`src/rtl/tpu_pkg.sv`:
```
// Shared types and defaults for the tiled matrix-multiply scheduler.
package tpu_pkg;

    localparam int unsigned NTilesDefault  = 2;
    localparam int unsigned TimeoutDefault = 15;

    typedef enum logic [1:0] {
        StIdle,
        StIssue,
        StWait,
        StWb
    } sched_state_e;

    // A single tile still needs a one-bit index.
    function automatic int unsigned idx_width(input int unsigned n);
        return (n > 1) ? $clog2(n) : 1;
    endfunction

endpackage

```
`src/rtl/tile_index_counter.sv`:
```
// Nested (row, col, k) tile counter: k innermost, then col, then row.
module tile_index_counter import tpu_pkg::*; #(
    parameter int unsigned N_TILES = NTilesDefault,
    localparam int unsigned IW     = idx_width(N_TILES)
) (
    input  logic          clk,
    input  logic          rst_n,
    input  logic          clr_i,
    input  logic          inc_k_i,
    input  logic          next_tile_i,
    output logic [IW-1:0] row_o,
    output logic [IW-1:0] col_o,
    output logic [IW-1:0] k_o,
    output logic          last_k_o,
    output logic          last_tile_o
);

    localparam logic [IW-1:0] Last = IW'(N_TILES - 1);

    logic [IW-1:0] row_q, row_d;
    logic [IW-1:0] col_q, col_d;
    logic [IW-1:0] k_q, k_d;

    always_comb begin
        row_d = row_q;
        col_d = col_q;
        k_d   = k_q;
        if (clr_i) begin
            row_d = '0;
            col_d = '0;
            k_d   = '0;
        end else if (next_tile_i) begin
            k_d = '0;
            if (col_q == Last) begin
                col_d = '0;
                row_d = (row_q == Last) ? '0 : row_q + 1'b1;
            end else begin
                col_d = col_q + 1'b1;
            end
        end else if (inc_k_i) begin
            k_d = (k_q == Last) ? '0 : k_q + 1'b1;
        end
    end

    always_ff @(posedge clk or negedge rst_n) begin
        if (!rst_n) begin
            row_q <= '0;
            col_q <= '0;
            k_q   <= '0;
        end else begin
            row_q <= row_d;
            col_q <= col_d;
            k_q   <= k_d;
        end
    end

    assign row_o       = row_q;
    assign col_o       = col_q;
    assign k_o         = k_q;
    assign last_k_o    = (k_q == Last);
    assign last_tile_o = (row_q == Last) && (col_q == Last);

endmodule

```
`src/rtl/matmul_tile_sched.sv`:
```
// Issues row-major tile jobs to a 2x2 MMU, waits for completion with a timeout,
// and hands each finished output tile to the writeback side.
module matmul_tile_sched import tpu_pkg::*; #(
    parameter int unsigned N_TILES = NTilesDefault,
    parameter int unsigned TIMEOUT = TimeoutDefault,
    localparam int unsigned IW     = idx_width(N_TILES)
) (
    input  logic          clk,
    input  logic          rst_n,
    input  logic          start_i,
    input  logic          abort_i,
    output logic          busy_o,
    output logic          done_o,
    output logic          err_o,
    output logic          job_valid_o,
    input  logic          job_ready_i,
    output logic [IW-1:0] job_row_o,
    output logic [IW-1:0] job_col_o,
    output logic [IW-1:0] job_k_o,
    output logic          job_accum_o,
    input  logic          mmu_done_i,
    output logic          wb_valid_o,
    input  logic          wb_ready_i,
    output logic [IW-1:0] wb_row_o,
    output logic [IW-1:0] wb_col_o,
    output logic [15:0]   cyc_cnt_o
);

    localparam int unsigned    TW        = (TIMEOUT > 2) ? $clog2(TIMEOUT) : 1;
    localparam logic [TW-1:0] TimerLast = TW'(TIMEOUT - 1);

    sched_state_e  state_q;
    logic          done_q;
    logic          err_q;
    logic [TW-1:0] timer_q;
    logic [15:0]   cyc_q;

    logic [IW-1:0] row, col, k;
    logic          last_k, last_tile;
    logic          idx_clr, idx_inc_k, idx_next_tile;

    assign idx_clr       = !abort_i && (state_q == StIdle) && start_i;
    assign idx_inc_k     = !abort_i && (state_q == StWait) && mmu_done_i && !last_k;
    assign idx_next_tile = !abort_i && (state_q == StWb) && wb_ready_i && !last_tile;

    tile_index_counter #(
        .N_TILES (N_TILES)
    ) u_idx (
        .clk         (clk),
        .rst_n       (rst_n),
        .clr_i       (idx_clr),
        .inc_k_i     (idx_inc_k),
        .next_tile_i (idx_next_tile),
        .row_o       (row),
        .col_o       (col),
        .k_o         (k),
        .last_k_o    (last_k),
        .last_tile_o (last_tile)
    );

    always_ff @(posedge clk or negedge rst_n) begin
        if (!rst_n) begin
            state_q <= StIdle;
            done_q  <= 1'b0;
            err_q   <= 1'b0;
            timer_q <= '0;
            cyc_q   <= '0;
        end else begin
            done_q <= 1'b0;
            if (state_q != StIdle && cyc_q != 16'hFFFF) begin
                cyc_q <= cyc_q + 16'd1;
            end
            if (abort_i) begin
                state_q <= StIdle;
            end else begin
                unique case (state_q)
                    StIdle: begin
                        if (start_i) begin
                            state_q <= StIssue;
                            err_q   <= 1'b0;
                            cyc_q   <= '0;
                        end
                    end
                    StIssue: begin
                        if (job_ready_i) begin
                            state_q <= StWait;
                            timer_q <= '0;
                        end
                    end
                    StWait: begin
                        // A completion in the timeout cycle still counts as success.
                        if (mmu_done_i) begin
                            state_q <= last_k ? StWb : StIssue;
                        end else if (timer_q == TimerLast) begin
                            state_q <= StIdle;
                            err_q   <= 1'b1;
                        end else begin
                            timer_q <= timer_q + 1'b1;
                        end
                    end
                    StWb: begin
                        if (wb_ready_i) begin
                            if (last_tile) begin
                                state_q <= StIdle;
                                done_q  <= 1'b1;
                            end else begin
                                state_q <= StIssue;
                            end
                        end
                    end
                    default: state_q <= StIdle;
                endcase
            end
        end
    end

    assign busy_o      = (state_q != StIdle);
    assign done_o      = done_q;
    assign err_o       = err_q;
    assign job_valid_o = (state_q == StIssue);
    assign job_row_o   = row;
    assign job_col_o   = col;
    assign job_k_o     = k;
    assign job_accum_o = (k != '0);
    assign wb_valid_o  = (state_q == StWb);
    assign wb_row_o    = row;
    assign wb_col_o    = col;
    assign cyc_cnt_o   = cyc_q;

endmodule
```
`config.mk`:
```
export PLATFORM = sky130hd
export DESIGN_NAME = matmul_tile_sched
export DESIGN_NICKNAME = d
export VERILOG_FILES = /design/src/rtl/tpu_pkg.sv /design/src/rtl/tile_index_counter.sv /design/src/rtl/matmul_tile_sched.sv
export SDC_FILE = /design/constraint.sdc
export NUM_CORES = 1
export LEC_CHECK = 0
export ABC_AREA = 1
export CAP_MARGIN = 5
export CORE_UTILIZATION = 52
export CTS_BUF_LIST = sky130_fd_sc_hd__clkbuf_16
export DETAILED_ROUTE_END_ITERATION = 10
export PLACE_DENSITY = 0.82
export SLEW_MARGIN = 40
export SYNTH_ARGS = -nofsm -noshare
export SYNTH_HDL_FRONTEND = slang
export SYNTH_SLANG_ARGS = --single-unit
export TNS_END_PERCENT = 30
```
`constraint.sdc`:
```
create_clock -name clk -period 2.2 [get_ports clk]
set_clock_uncertainty 0.05 [all_clocks]
set_input_delay 0.44 -clock clk [delete_from_list [all_inputs] [get_ports clk]]
set_output_delay 0.44 -clock clk [all_outputs]
set_load 0.02 [all_outputs]
```
After elaboration in Yosys (flattened, before gate mapping)
Cells that the tools add are included.
{ "totals": {"ff_bits": 27, "latch_bits": 0, "mem_bits_rw": 0, "romBits": 0, "in_bits": 7, "output_inout_bits": 27, "word_cells": 88, "n_memories": 0} }
{ "op_classes": {"addsub": 5, "mul": 0, "div_mod_pow": 0, "magnitude_cmp": 0, "n_eq_ne": 14, "shift": 0, "muxes": 36, "bitwise": 1, "n_reduce_logical": 24} }
{ "ops": {"columns": ["cell", "count"], "rows": [
  ["16-bit 2-to-1 mux", 4],
  ["1-bit 2-to-1 mux", 19],
  ["16-bit by 1-bit adder with 16-bit output (second input constant)", 1],
  ["16-bit inequality test (second input constant)", 1],
  ["2-bit 2-to-1 mux", 7],
  ["4-bit 2-to-1 mux", 3],
  ["1-bit logical AND", 10],
  ["5-bit AND reduction", 2],
  ["2-bit nonzero test", 5],
  ["2-bit case mux with 4 select lines", 1],
  ["4-bit case mux with 2 select lines", 1],
  ["2-bit inequality test (second input constant)", 3],
  ["3-bit by 2-bit inequality test with 1-bit output (second input constant)", 2],
  ["4-bit by 1-bit adder with 4-bit output (second input constant)", 1],
  ["2-bit == test (second input constant)", 2],
  ["4-bit == test (second input constant)", 1],
  ["2-bit by 1-bit inequality test with 1-bit output (second input constant)", 2],
  ["4-bit by 3-bit inequality test with 1-bit output (second input constant)", 1],
  ["4-bit AND reduction", 1],
  ["1-bit adder (second input constant)", 3],
  ["1-bit logical NOT", 3],
  ["3-bit inequality test (second input constant)", 1],
  ["3-bit nonzero test", 1],
  ["2-bit by 1-bit == test with 1-bit output (second input constant)", 1],
  ["4 further kinds", 4]
]} }

Depth between registers and ports, before layout
{ "depth": {"word_depth": 7, "mapped_depth": 11, "ltp_nobuf": 11} }

By module
Synthesis repeated with hierarchy kept, for this count alone.
{ "hier_totals": {"hier_cells": 245, "area_unflattened_um2": 1813.0} }
{ "modules_own_cells": {"columns": ["module", "instances", "cells_per_inst", "area_each_um2", "seq_area_each_um2"], "rows": [
  ["matmul_tile_sched", 1, 225, 1666.6, 600.6],
  ["tile_index_counter", 1, 20, 146.4, 75.1]
]} }

Worst setup path after synthesis
OpenSTA, ideal clock, no wires.
{ "synth_path": {"path_kind": "register to register", "startpoint": "register state_q[1]", "endpoint": "register cyc_q[0], in the netlist cyc_cnt_o[0]", "setup_ns": 0.129, "arrival_ns": 1.482, "t_required_ns": 2.021, "path_slack_ns": 0.540, "path_stages_with_launch": 9, "path_buffers": 1, "period_less_slack_ns": 1.660, "cell_sequence": "dfrtp_1 > inv_1 > ha_1 > inv_4 > nor3_4 > inv_2 > buf_6 > nand3_2 > o21ai_2"} }
{ "synth_between": {"elab_chain_cells": 6, "elab_cells_between_ends": 7, "classes_between": "mux (4); reduce/logical (3)"} }
{ "synth_rtl": {"columns": ["element", "line_no", "rtl"], "rows": [
  ["from (decl)", "matmul_tile_sched.sv:32", "sched_state_e state_q;"],
  ["from (signal assigned)", "matmul_tile_sched.sv:63", "state_q <= StIdle;"],
  ["from (signal assigned)", "matmul_tile_sched.sv:74", "state_q <= StIdle;"],
  ["from (signal assigned)", "matmul_tile_sched.sv:79", "state_q <= StIssue;"],
  ["2-bit nonzero test *", null, null],
  ["net busy_o", "matmul_tile_sched.sv:12", "output logic busy_o,"],
  ["1-bit logical AND *", "matmul_tile_sched.sv:70", "if (state_q != StIdle && cyc_q != 16'hFFFF) begin"],
  ["16-bit 2-to-1 mux *", "matmul_tile_sched.sv:70", null],
  ["16-bit 2-to-1 mux", "matmul_tile_sched.sv:78", "if (start_i) begin"],
  ["16-bit 2-to-1 mux", "matmul_tile_sched.sv:76", "unique case (state_q)"],
  ["16-bit 2-to-1 mux *", "matmul_tile_sched.sv:73", "if (abort_i) begin"],
  ["to (signal assigned)", "matmul_tile_sched.sv:71", "cyc_q <= cyc_q + 16'd1;"],
  ["to (decl)", "matmul_tile_sched.sv:36", "logic [15:0] cyc_q;"]
]} }
Mark *: on every way through the listed nets, which the timed path passes. The rest lies on a longest branch.
A chain may end at the register's enable or synchronous reset.

Worst setup path in the final report
{ "layout_path": {"startpoint": "register state_q[1]", "endpoint": "output port job_valid_o"} }
{ "layout_between": {"elab_chain_cells": 1} }
{ "layout_rtl": {"columns": ["element", "line_no", "rtl"], "rows": [
  ["2-bit by 1-bit == test with 1-bit output", "matmul_tile_sched.sv:120", "assign job_valid_o = (state_q == StIssue);"],
  ["to (decl)", "matmul_tile_sched.sv:15", "output logic job_valid_o,"]
]} }
Every way passes these cells.

==> flow_metrics.tcl <==
set metrics [dict create \
    synth_most_common_cell "nand2_1" \
    core_area_um2 3150 \
    ios 34 \
    yosys.area.top_type_share_pct 38.0 \
    cap_violations 0 \
    synth_cells 236 \
    crit_family "buffers and inverters" \
    synth_commonest_cells "58 x nand2_1, 32 x inv_1, 28 x nor2_1" \
    diodes 0 \
    final_util_pct 70.9 \
    cp-start-kind "flop" \
    drtIter0Drc 85 \
    die_area_um2 3660 \
    start_util_pct 56.4 \
    clock_latency_ns 0.27 \
    clkSlewWorstSetupHoldPaths_ns 0.07 \
    crit_path_end_kind "output port" \
    track_usage_pct 22.5 \
    vias 1588 \
    ys_seq_area_share_pct 38.0 \
    critPathMaxFanout 5 \
    ys_types 29 \
    grt_pass1_wl_mm 6.22 \
    period_needed_ns 2.12 \
    finish.net_count 287 \
    synthArstFlopShare_pct 100 \
    syn_area_um2 1780 \
    synth_simple_gate_area_share_pct 36.2 \
    ir_drop_uv 754 \
    cp_num_cells 3 \
    register_area_um2 676 \
    crit_type "reg -> out" \
    worst_r2r_startpoint "state_q[1]$_DFFE_PN0P_" \
    setup_viol 0 \
    fp.dieW_um 60.5 \
    final_cell_area_um2 2230 \
    place_hpwl_mm 2.67 \
    rsz0062_at_grt "no" \
    p_per_area_nw_per_um2 880 \
    area_growth_pct 25.7 \
    portBuffers 33 \
    gp_congestion 0.831 \
    cp.required_ns 1.71 \
    post_dp_cell_area_um2 2150 \
    synth.top_cells.by_area "dfrtp_1 38%, nand2_1 12%, inv_1 6.8%, nor2_1 5.9%, ha_1 4.9%" \
    worstPathArrival_ns 1.63 \
    status "finished, final reports clean" \
    die_y_um 60.5 \
    slowest_delay_ns 0.61 \
    drc_errors 0 \
    tightest_slew_ns 0.339 \
    static-leakage-power_nw 1.05 \
    synth_top_area_cell "dfrtp_1" \
    yosysWarnings 0 \
    rows 20 \
    ff2ff_setup_slack_ns 0.39 \
    hp-class "in -> async" \
    pre_cts_slack_ns 0.266 \
    synth-compound-area-share_pct 7.88 \
    ant_nets 0 \
    post_cts_buffers 0 \
    post-route-worst-setup-slack_ns 0.0760 \
    cts_tree "yes" \
    layout-drive-gt1-share_pct 12.9 \
    grt_max_degree 28 \
    fin_setup_tns_ns 0 \
    via_per_inst 5.03 \
    post_drt_wl_per_cell_um 11.6 \
    synth_top_family_by_area "simple AND/OR/NAND/NOR gates" \
    synth-xor-area-share_pct 2.46 \
    clock.fmax_ghz 0.471 \
    synth_edf_count 0 \
    drtPass1Iterations 5 \
    cts-root-buf "clkbuf_16" \
    numClockSinks 27 \
    fin_crit_sh_pct 96.5 \
    synth_fp_nets 250 \
    path_cells "inv_1 -> ha_1 -> clkdlybuf4s50_1" \
    fillers 252 \
    synth_mux_area_share_pct 0 \
    r2r_cells 8 \
    grt_overflow 0 \
    syn_avg_cell_area_um2 7.53 \
    yosys.area_share.adder_pct 4.93 \
    synthFlopType "dfrtp_1" \
    clockBufferDepth 2 \
    synth-seq-cells 27 \
    hold_viol 0 \
    grt_pass1_vias 1412 \
    drv_slew 0 \
    antenna_found_initial 0 \
    multi_input_area_um2 915 \
    ctsHtreeMaxLevel 1 \
    max_slew_margin_pct 77.4 \
    r2r-end "err_o$_DFFE_PN0P_" \
    wl_mm 3.66 \
    crit_buf_inv 2 \
    crit_slowest_cell "clkdlybuf4s50_1" \
    cts_buffers 3 \
]
==> power by group <==
| group | switching, mW | internal, mW | leakage [nW] | total [mW] |
|---|---|---|---|---|
| clock network | 0.180 | 0.252 | 0.0415 | 0.432 |
| logic | 0.513 | 0.337 | 0.640 | 0.850 |
| registers | 0.108 | 0.576 | 0.369 | 0.684 |
==> how the worst max path moves through the flow <==
stage | slack (ns) | endpoint | from
2_1_floorplan | 0.54 | cyc_cnt_o[0]$_DFF_PN0_ | state_q[1]$_DFFE_PN0P_
3_3_place_gp | 0.32 | busy_o | state_q[1]$_DFFE_PN0P_
4_1_cts | 0.08 | job_valid_o | state_q[1]$_DFFE_PN0P_
6_report | 0.08 | job_valid_o | state_q[1]$_DFFE_PN0P_
3_5_place_dp | 0.27 | busy_o | state_q[1]$_DFFE_PN0P_
5_1_grt | 0.01 | job_valid_o | state_q[1]$_DFFE_PN0P_
==> metrics by stage <==
step	power, mW	instances	hold slack, ns
global route	2.09	316	0.517
CTS	1.98	316	0.505
detailed placement	1.55	312	0.464
floorplan	1.25	236	0.0944
finish	1.97	316	0.498
global placement	1.54	312	0.464
==> cell usage in the layout, fill, tap and decap left out, types with 4 or more instances in the layout <==
cell type | Yosys | final
nand2_1 | 58 | 58
inv_1 | 32 | 32
clkdlybuf4s50_1 | 0 | 32
nor2_1 | 28 | 28
dfrtp_1 | 27 | 27
nand3_1 | 14 | 14
nand4_1 | 8 | 8
a21oi_1 | 8 | 8
o21ai_0 | 7 | 7
ha_1 | 7 | 7
nor2_2 | 6 | 6
xor2_1 | 5 | 5
inv_2 | 4 | 4
nand3_2 | 4 | 4
==> metal layers <==
layer  up-vias  GRT usage [%]  wire length, um
li1        813              -                -
met1       735           30.9             1750
met2        38           36.6             1750
met3         2           5.12              140
met4         0           4.87               14
met5         -              0                0
==> cells by family (layout without fill, tap and decap cells) <==
kind of cell    count (synthesis)  in the layout
flops                          27             27
fa+ha+maj                       7              7
buf+inv                        43             79
xor+xnor                        5              5
simple gates                  130            130
compound gates                 24             24
==> cell type report <==
type	instances	area share, %
inverters	39	6.89
clock inverters	1	0.392
multi-input cells	166	40.9
flip-flops and latches	27	30.2
well taps	44	2.46
repair buffers	36	15.7
clock buffers	3	3.36
==> what timing repair did <==
item                       in CTS  in global routing
hold buffers                    0                  0
gates resized for setup         1                  0
setup endpoints to repair       1                  0
==> sequential cells by signal, indices dropped and copies added (netlist names) <==
signal and flops:
done_o 1, timer_q 4, u_idx.col_o 1, u_idx.row_o 1
u_idx.k_o 1, state_q 2, err_o 1, cyc_cnt_o 16
==> worst register-to-register path, delay by kind of cell (launching register included) <==
family          cells  cell delay, ns
simple gates        1            0.15
fa+ha+maj           1            0.32
buf+inv             4            0.52
flops               1            0.43
compound gates      2            0.24
Power figures use the tool's default switching activity.
